[src/rtl/lcd_pkg.sv]
// rtl/lcd_pkg.sv - shared types and default panel script for the LCD init sequencer
package lcd_pkg;

  typedef enum logic [1:0] {
    OP_CMD   = 2'b00,
    OP_DATA  = 2'b01,
    OP_DELAY = 2'b10,
    OP_END   = 2'b11
  } init_op_t;

  typedef struct packed {
    init_op_t    op;
    logic [15:0] payload;
  } init_entry_t;

  typedef enum logic [2:0] {
    ST_RST_LOW,
    ST_RST_WAIT,
    ST_FETCH,
    ST_DECODE,
    ST_WRITE,
    ST_DELAY,
    ST_DONE
  } lcd_init_state_t;

  // Script storage is sized for the largest supported ROM; smaller ROMs use the low entries.
  localparam int SCRIPT_AW    = 7;
  localparam int SCRIPT_DEPTH = 1 << SCRIPT_AW;

  typedef init_entry_t [SCRIPT_DEPTH-1:0] script_t;

  function automatic init_entry_t mk_entry(init_op_t op, logic [15:0] payload);
    init_entry_t e;
    e.op      = op;
    e.payload = payload;
    return e;
  endfunction

  function automatic script_t default_script();
    script_t s;
    for (int i = 0; i < SCRIPT_DEPTH; i++) s[SCRIPT_AW'(i)] = mk_entry(OP_END, 16'h0000);
    s[7'd0] = mk_entry(OP_CMD,   16'h0011);  // sleep out
    s[7'd1] = mk_entry(OP_DELAY, 16'd120);
    s[7'd2] = mk_entry(OP_CMD,   16'h003A);  // pixel format: 16 bpp
    s[7'd3] = mk_entry(OP_DATA,  16'h0055);
    s[7'd4] = mk_entry(OP_CMD,   16'h0036);  // memory access control
    s[7'd5] = mk_entry(OP_DATA,  16'h0000);
    s[7'd6] = mk_entry(OP_CMD,   16'h0029);  // display on
    s[7'd7] = mk_entry(OP_END,   16'h0000);
    return s;
  endfunction

endpackage

[src/rtl/lcd_init_rom.sv]
// rtl/lcd_init_rom.sv - synchronous-read script ROM for the LCD init sequencer
module lcd_init_rom
  import lcd_pkg::*;
#(
  parameter int      ROM_AW = 7,
  parameter script_t SCRIPT = default_script()
) (
  input  logic              pclk,
  input  logic [ROM_AW-1:0] addr,
  output init_entry_t       q
);

  logic [SCRIPT_AW-1:0] idx;

  assign idx = SCRIPT_AW'(addr);

  always_ff @(posedge pclk) begin
    q <= SCRIPT[idx];
  end

endmodule

[src/rtl/lcd_init_seq.sv]
// rtl/lcd_init_seq.sv - panel hardware reset followed by a ROM-driven command/data/delay script
module lcd_init_seq
  import lcd_pkg::*;
#(
  parameter int      CLK_PER_MS  = 50000,
  parameter int      RST_LOW_MS  = 10,
  parameter int      RST_WAIT_MS = 120,
  parameter int      ROM_AW      = 7,
  parameter script_t SCRIPT      = default_script()
) (
  input  logic        pclk,
  input  logic        rst,
  input  logic        init_write_ok,
  output logic [15:0] init_data,
  output logic        init_we,
  output logic        init_wr,
  output logic        init_rs,
  output logic        init_work,
  output logic        init_finish,
  output logic        lcd_rst_o
);

  localparam int            TW        = (CLK_PER_MS > 1) ? $clog2(CLK_PER_MS) : 1;
  localparam logic [TW-1:0] TICK_LAST = TW'(CLK_PER_MS - 1);

  lcd_init_state_t   state_q, state_d;
  logic [ROM_AW-1:0] pc_q, pc_d;
  logic [TW-1:0]     tick_q, tick_d;
  logic [15:0]       ms_q, ms_d;
  logic [15:0]       delay_ms_q, delay_ms_d;
  logic [15:0]       data_q, data_d;
  logic              rs_q, rs_d;
  logic              we_q, we_d;
  logic              wr_q, wr_d;
  logic              work_q, work_d;
  logic              finish_q, finish_d;
  logic              lcd_rst_q, lcd_rst_d;

  init_entry_t       rom_q;
  logic [15:0]       target_ms;
  logic              ms_tick;
  logic              timer_done;
  logic              pc_last;

  lcd_init_rom #(
    .ROM_AW (ROM_AW),
    .SCRIPT (SCRIPT)
  ) u_rom (
    .pclk (pclk),
    .addr (pc_q),
    .q    (rom_q)
  );

  // One shared ms timebase serves both reset phases and script delays; a zero target ends at once.
  always_comb begin
    target_ms = delay_ms_q;
    if (state_q == ST_RST_LOW)       target_ms = 16'(RST_LOW_MS);
    else if (state_q == ST_RST_WAIT) target_ms = 16'(RST_WAIT_MS);
    ms_tick    = (tick_q == TICK_LAST);
    timer_done = (target_ms == 16'd0) || (ms_tick && (ms_q == target_ms - 16'd1));
    pc_last    = &pc_q;
  end

  always_comb begin
    state_d    = state_q;
    pc_d       = pc_q;
    tick_d     = tick_q;
    ms_d       = ms_q;
    delay_ms_d = delay_ms_q;
    data_d     = data_q;
    rs_d       = rs_q;
    we_d       = we_q;

    if (state_q inside {ST_RST_LOW, ST_RST_WAIT, ST_DELAY}) begin
      if (ms_tick) begin
        tick_d = '0;
        ms_d   = ms_q + 16'd1;
      end else begin
        tick_d = tick_q + TW'(1);
      end
    end

    unique case (state_q)
      ST_RST_LOW:  if (timer_done) state_d = ST_RST_WAIT;
      ST_RST_WAIT: if (timer_done) state_d = ST_FETCH;
      ST_FETCH:    state_d = ST_DECODE;
      ST_DECODE: begin
        unique case (rom_q.op)
          OP_CMD, OP_DATA: begin
            data_d  = rom_q.payload;
            rs_d    = rom_q.op[0];
            we_d    = 1'b1;
            state_d = ST_WRITE;
          end
          OP_DELAY: begin
            delay_ms_d = rom_q.payload;
            state_d    = ST_DELAY;
          end
          OP_END: state_d = ST_DONE;
        endcase
      end
      ST_WRITE: begin
        if (init_write_ok) begin
          we_d    = 1'b0;
          pc_d    = pc_last ? pc_q : pc_q + ROM_AW'(1);
          state_d = pc_last ? ST_DONE : ST_FETCH;
        end
      end
      ST_DELAY: begin
        if (timer_done) begin
          pc_d    = pc_last ? pc_q : pc_q + ROM_AW'(1);
          state_d = pc_last ? ST_DONE : ST_FETCH;
        end
      end
      default: ;
    endcase

    if (state_d != state_q) begin
      tick_d = '0;
      ms_d   = '0;
    end

    wr_d      = 1'b1;
    work_d    = (state_d != ST_DONE);
    finish_d  = (state_d == ST_DONE);
    lcd_rst_d = (state_d != ST_RST_LOW);
  end

  always_ff @(posedge pclk) begin
    if (rst) begin
      state_q    <= ST_RST_LOW;
      pc_q       <= '0;
      tick_q     <= '0;
      ms_q       <= '0;
      delay_ms_q <= '0;
      data_q     <= '0;
      rs_q       <= 1'b0;
      we_q       <= 1'b0;
      wr_q       <= 1'b0;
      work_q     <= 1'b0;
      finish_q   <= 1'b0;
      lcd_rst_q  <= 1'b0;
    end else begin
      state_q    <= state_d;
      pc_q       <= pc_d;
      tick_q     <= tick_d;
      ms_q       <= ms_d;
      delay_ms_q <= delay_ms_d;
      data_q     <= data_d;
      rs_q       <= rs_d;
      we_q       <= we_d;
      wr_q       <= wr_d;
      work_q     <= work_d;
      finish_q   <= finish_d;
      lcd_rst_q  <= lcd_rst_d;
    end
  end

  assign init_data   = data_q;
  assign init_we     = we_q;
  assign init_wr     = wr_q;
  assign init_rs     = rs_q;
  assign init_work   = work_q;
  assign init_finish = finish_q;
  assign lcd_rst_o   = lcd_rst_q;

endmodule
[config.mk]
export PLATFORM = sky130hd
export DESIGN_NAME = lcd_init_seq
export DESIGN_NICKNAME = d
export VERILOG_FILES = /design/src/rtl/lcd_pkg.sv /design/src/rtl/lcd_init_rom.sv /design/src/rtl/lcd_init_seq.sv
export SDC_FILE = /design/constraint.sdc
export NUM_CORES = 1
export LEC_CHECK = 0
export BUFFER_PORTS_ARGS = -buffer_cell sky130_fd_sc_hd__buf_2
export CAP_MARGIN = 20
export CORE_MARGIN = 2
export CORE_UTILIZATION = 55
export CTS_BUF_LIST = sky130_fd_sc_hd__clkbuf_8
export DETAILED_ROUTE_END_ITERATION = 16
export PLACE_DENSITY = 0.73
export SKIP_LAST_GASP = 1
export SLEW_MARGIN = 15
export SYNTH_ARGS = -nofsm -noshare
export SYNTH_HDL_FRONTEND = slang
export SYNTH_SLANG_ARGS = --single-unit
[constraint.sdc]
create_clock -name pclk -period 3.5 [get_ports pclk]
set_input_delay 0 -clock pclk [delete_from_list [all_inputs] [get_ports pclk]]
set_output_delay 0 -clock pclk [all_outputs]
set_load 0.01 [all_outputs]
Yosys cells after proc, flatten, opt, wreduce, memory -nomap -nowiden
Memory sizes are Yosys's and may differ from the RTL's. A register that Yosys moved wholly into a read port is not among the register bits. Cells that the tools add are included.

Add/subtract/negate cells: 4. Equal/unequal tests: 16. Mux-type cells: 18. Reduce and logical (&&, ||, !) cells: 17.

Operators by type and width (number): 2-to-1 mux 16 bit (3); adder 16 x 1 -> 16 bit (second input constant) (2); 2-to-1 mux 7 bit (3); case mux 3 bit (6 select lines) (1); == test 16 bit (1); == test 16 bit (second input constant) (1); logical NOT 16 bit (1); subtractor 16 x 1 -> 16 bit (second input constant) (1); 2-to-1 mux 3 bit (5); case mux 7 bit (2 select lines) (1); == test 3 bit (second input constant) (3); case mux 3 bit (3 select lines) (1); adder 7 x 1 -> 7 bit (second input constant) (1); AND reduction 7 bit (1); == test 3 x 2 -> 1 bit (second input constant) (2); inequality test 2 bit (second input constant) (3); AND reduction 2 bit (3); AND reduction 3 bit (2); nonzero test 3 bit (2); == test 2 bit (second input constant) (2); nonzero test 2 bit (2); OR reduction 2 bit (2); == test 3 x 1 -> 1 bit (second input constant) (1); logical NOT 3 bit (1); other kinds (8) (10).

Register bits after elaboration: 80. ROM bits: 2304. Input port bits: 3. Output and inout bits: 22. Word-level logic and storage cells: 68. Memories: 1.

Memory list: (no name shown) (depth 128, bits a word 18, read ports 1, clocked after Yosys merged registers in 1, wr ports 0, line lcd_init_rom.sv:18) `q <= SCRIPT[idx];`.

Depth between registers and ports, before layout
Depth in word-level cells: 11. Gate-level depth with buffers: 14. Mapped depth without buffers: 12.

By module
From an unflattened synthesis, not the netlist that was laid out.

Cells, all modules: 547. Area, all modules: 4444.3 sq um.

Modules (own cells, without submodules): lcd_init_seq (instances 1, cells each 500, area an instance 4010.1 sq um, seq. area each 1601.5 sq um); lcd_init_rom (instances 1, cells each 47, area an instance 434.2 sq um, seq. area each 180.2 sq um).

Worst setup path before layout
Ideal clock, no wire load.

Path kind: reg-to-reg. From: reg state_q[1]. To: reg pc_q[0]. Setup time: 0.071 ns. Arrival time: 3.355 ns. Data required time: 3.429 ns. Path slack: 0.074 ns. Cell stages (with the launch flop): 15. Path buffers: 2. Clock period less this slack: 3.426 ns. Cells stage by stage: dfxtp_1 > buf_2 > nor3b_1 > o21bai_1 > ha_1 > or3b_4 > nor4_1 > ha_1 > xor2_1 > nand4_1 > nor3_4 > a311oi_2 > buf_4 > or3_1 > a21oi_1.

Longest elaborated chain between the ends: 9. Elaborated cells on any way between the ends: 16. Those cells by class: add/sub (1); eq/ne (6); mux (3); reduce/logical (6).

Ends and longest elaborated chain: from (decl) (line lcd_init_seq.sv:26) `lcd_init_state_t state_q, state_d;`; from (signal assigned) (line lcd_init_seq.sv:144) `state_q <= state_d;`; == test 3 x 1 -> 1 bit (line lcd_init_seq.sv:58) `else if (state_q == ST_RST_WAIT) target_ms = 16'(RST_WAIT_MS);`; 2-to-1 mux 16 bit (line lcd_init_seq.sv:58); 2-to-1 mux 16 bit (line lcd_init_seq.sv:57) `if (state_q == ST_RST_LOW) target_ms = 16'(RST_LOW_MS);`; subtractor 16 x 1 -> 16 bit (line lcd_init_seq.sv:60) `timer_done = (target_ms == 16'd0) || (ms_tick && (ms_q == target_ms - 16'd1));`; == test 16 bit (line lcd_init_seq.sv:60); logical AND 1 bit (line lcd_init_seq.sv:60); logical OR 1 bit (line lcd_init_seq.sv:60); inequality test 2 bit (no line); AND reduction 3 bit (no line); to (signal assigned) (line lcd_init_seq.sv:145) `pc_q <= pc_d;`; to (decl) (line lcd_init_seq.sv:27) `logic [ROM_AW-1:0] pc_q, pc_d;`.

Several ways; a longest one is shown, not always the timed one. A chain may end at the register's enable or synchronous reset.

Worst setup path after layout
From: reg state_q[2]. To: reg tick_q[8].

Longest elaborated chain between the ends: 11. Elaborated cells on any way between the ends: 21. Those cells by class: add/sub (1); eq/ne (7); mux (7); reduce/logical (6).

Ends and longest elaborated chain: == test 3 x 1 -> 1 bit (line lcd_init_seq.sv:58, lcd_init_seq.sv:74, lcd_init_seq.sv:83); 2-to-1 mux 16 bit (line lcd_init_seq.sv:58); 2-to-1 mux 16 bit (line lcd_init_seq.sv:57); subtractor 16 x 1 -> 16 bit (line lcd_init_seq.sv:60); == test 16 bit (line lcd_init_seq.sv:60); logical AND 1 bit (line lcd_init_seq.sv:60); logical OR 1 bit (line lcd_init_seq.sv:60); 2-to-1 mux 3 bit, on equally long branches (line lcd_init_seq.sv:110, lcd_init_seq.sv:84, lcd_init_seq.sv:85); case mux 3 bit (6 select lines) (line lcd_init_seq.sv:83) `unique case (state_q)`; inequality test 3 bit (line lcd_init_seq.sv:118) `if (state_d != state_q) begin`; OR reduction 2 bit (no line); to (signal assigned) (line lcd_init_seq.sv:146) `tick_q <= tick_d;`; to (decl) (line lcd_init_seq.sv:28) `logic [TW-1:0] tick_q, tick_d;`.

Several ways; a longest one is shown, not always the timed one.

==> impl_metrics.toml <==
[sta]
finalMaxSlewViolations = 0
post-route-period-util = 0.9491
tns_ns = 0
min_cycle_time_layout_ns = 3.322
whs_ns = 0.03009
max-slew-margin-rel = 0.4014
max_freq_mhz = 301.0
rsz0062_at_grt = "false"
finalHoldViolations = 0
final.setup_skew_ns = 0.004882
timing_worst_slew_pin_value_ns = 0.8946
timing.final.setup_violations = 0
worst_slack_ns = 0.1781

[power]
power-per-cell-area_mw_per_mm2 = 407.6
worst_ir_drop_vdd_uv = 253.1
leakage_nw = 1.498

[grt]
grt_first_pass_wirelength_um = 11990
grt.total_usage = 0.2114
grt_antenna_before_repair = 0
first_global_vias = 2626
grt_overflow = 0
grt_start_max_net_pins = 61

[place]
io_buffers = 15
pre_cts_setup_slack_ns = 0.1130
hpwl_um = 4662
final_gp_congestion = 0.8858

[cells_and_area]
layout-area-overhead-vs-synth_pct = 14.49
drive_gt1_frac = 0.1508
nNetsFinal = 437
antenna-diode-count = 0
fillCellCount = 540

[outcome]
run_status = "finished, final reports clean"

[floorplanning]
num_io_pins = 25
core_mm2 = 0.006277
die_h_um = 83.94
initial_standard_cell_utilization_of_the_core = 0.5599
die_area_mm2 = 0.007046
die_outline_width_um = 83.94
fp-row-count = 29

[synthesis]
ys.flop_type = "sky130_fd_sc_hd__dfxtp_1"
synth-seq-cells = 71
ranking_of_synthesized_cells_by_instance_count = "sky130_fd_sc_hd__dfxtp_1, sky130_fd_sc_hd__nor2_1, sky130_fd_sc_hd__nor3_1"
synthMostInstantiatedCell = "sky130_fd_sc_hd__dfxtp_1"
ranking_of_synthesized_cells_by_area = "sky130_fd_sc_hd__dfxtp_1, sky130_fd_sc_hd__xor2_1, sky130_fd_sc_hd__mux2i_1"
syn_std_cell_area_mm2 = 0.003515
postSynthCellCount = 404
synth_async_sr_flop_share = 0
yosys_warnings = 0
netlist.top_cell.by_area = "sky130_fd_sc_hd__dfxtp_1"
synth_largest_type_area_fraction = 0.4044
count_of_flip_flops_with_a_built_in_enable_after_synthesis = 0
seq_total_area_yosys = 0.4044
avgSynthCellArea_um2 = 8.700
synth_cell_type_count = 51

[drt]
vias = 2882
first_iter_violations = 155
number_of_nets_with_antenna_violations_after_detailed_routing = 0
post-route-drc-count = 0
detail_route.vias_per_cell = 5.673
detailedRoute.firstPassIterationCount = 4
drt_wl_total_um = 7293
wire_per_inst_um = 14.36

[clock_tree]
tritoncts.num_buffers = 9
clock_latency_ns = 0.35
clock_sinks = 71
worst_setup_hold_path_clk_slew_ns = 0.07
htreeDepth = 3
cts.root.buffer_cell = "sky130_fd_sc_hd__clkbuf_8"
clockBufferDepth = 2
tritoncts = "yes"
cts_hold_buffers = 0

[run]
maxCapViolations = 0

[hold_path]
hp-class = "input port to register"
worst_hold_path.num_cells = 4

[setup_path]
cp_launch_type = "register"
critical_path.max_fanout = 8
r2r.worst_path.cells = 15
crit_path_cell_trace = "nor3b_2 > o21bai_1 > ha_2 > or3b_4 > nor4_4 > ha_1 > xor2_1 > nand4_1 > nor3_4 > buf_4 > a31oi_4 > a22oi_2 > buf_4 > clkbuf_16 > nor4_1"
critical-path-max-stage-delay_ns = 0.42
timing.critical_path.arrival_ns = 3.54
critical_path.most_common_cell = "sky130_fd_sc_hd__buf_4"
critical_setup_path_kind = "register to register"
critical_path.endpoint_type = "register"
cpMaxStageDelayCell = "sky130_fd_sc_hd__or3b_4"
crit_required_ns = 3.72
[cell type report]
cell class | count | area (µm²) | share of cell area
Multi-Input combinational cell | 304 | 1983 | 0.4928
Sequential cell | 71 | 1424 | 0.3539
Timing Repair Buffer | 31 | 241.5 | 0.06001
Clock buffer | 10 | 137.6 | 0.03420
Clock inverter | 6 | 107.6 | 0.02674
Tap cell | 77 | 96.34 | 0.02394
Inverter | 9 | 33.78 | 0.008396
[per-layer routing]
metal / GRT usage / vias to the layer above / share of wire
met4: 0.09531 / 0 / 0.020
met5: 0 / - / 0
met1: 0.2883 / 1354 / 0.50
li1: - / 1468 / -
met3: 0.05638 / 11 / 0.034
met2: 0.3135 / 49 / 0.45
[cell families (layout without fill, tap and decap cells)]
logic type,count (synthesis),in the layout,share of synthesized area
other cells,1,9,0.001067
buf+inv,37,56,0.05197
fa+ha+maj,8,8,0.02848
compound gates,53,53,0.1061
xor+xnor,36,36,0.09363
mux,18,18,0.05126
simple gates,180,180,0.2631
flops,71,71,0.4044
[critical path: cells and delay by family (launching register included)]
family	cells	cell delay, ns
compound gates	3	0.54
fa+ha+maj	2	0.48
flops	1	0.36
buf+inv	3	0.50
xor+xnor	1	0.13
simple gates	6	1.19
[repair_timing]
action	CTS	global route
buffers inserted	0	4
endpoints found under the hold margin	0	0
gates resized for setup	0	9
endpoints found under the setup margin	0	42
[metrics by stage]
stage	cell area [µm²]	power (mW)	instances	utilization
2_1_floorplan	3545	0.8620	412	-
3_3_place_gp	3647	0.8600	485	0.5810
3_5_place_dp	3647	0.8604	485	0.5810
4_1_cts	3892	1.654	501	0.6201
5_1_grt	4024	1.695	508	0.6410
6_report	4024	1.640	508	0.6410
[worst paths after layout]
path	start	to	slack, ns
max	state_q[2]	tick_q[8]	0.18
min	init_write_ok	init_we	0.03
max reg2reg	state_q[2]	tick_q[8]	0.18
min reg2reg	pc_q[6]	pc_q[6]	0.48
[flip-flops by register name, summed over array words and instances (netlist names), 3 cells and up]
signal,cells
u_rom.q,9
init_data,7
tick_q,16
ms_q,16
pc_q,7
delay_ms_q,7
state_q,3
[placed cells by master (no fill, tap or decap), types with 11 or more instances in the layout]
cell                      synthesis  layout
sky130_fd_sc_hd__dfxtp_1         71      69
sky130_fd_sc_hd__nand4_1         11      11
sky130_fd_sc_hd__xor2_1          21      21
sky130_fd_sc_hd__nor2_1          45      45
sky130_fd_sc_hd__nor3_1          34      34
sky130_fd_sc_hd__nand2_1         29      29
sky130_fd_sc_hd__mux2i_1         18      18
sky130_fd_sc_hd__o21ai_0         11      11
sky130_fd_sc_hd__buf_2            5      15
sky130_fd_sc_hd__nand3_1         15      15
sky130_fd_sc_hd__a21oi_1         13      13
sky130_fd_sc_hd__buf_4           10      12
sky130_fd_sc_hd__xnor2_1         14      14
[power by group]
group	switching (mW)	internal [mW]
combinational	0.0216	0.00867
sequential	0.00329	0.812
clock	0.305	0.490
total	0.330	1.31
No activity file was read; power rests on OpenSTA's default activity.
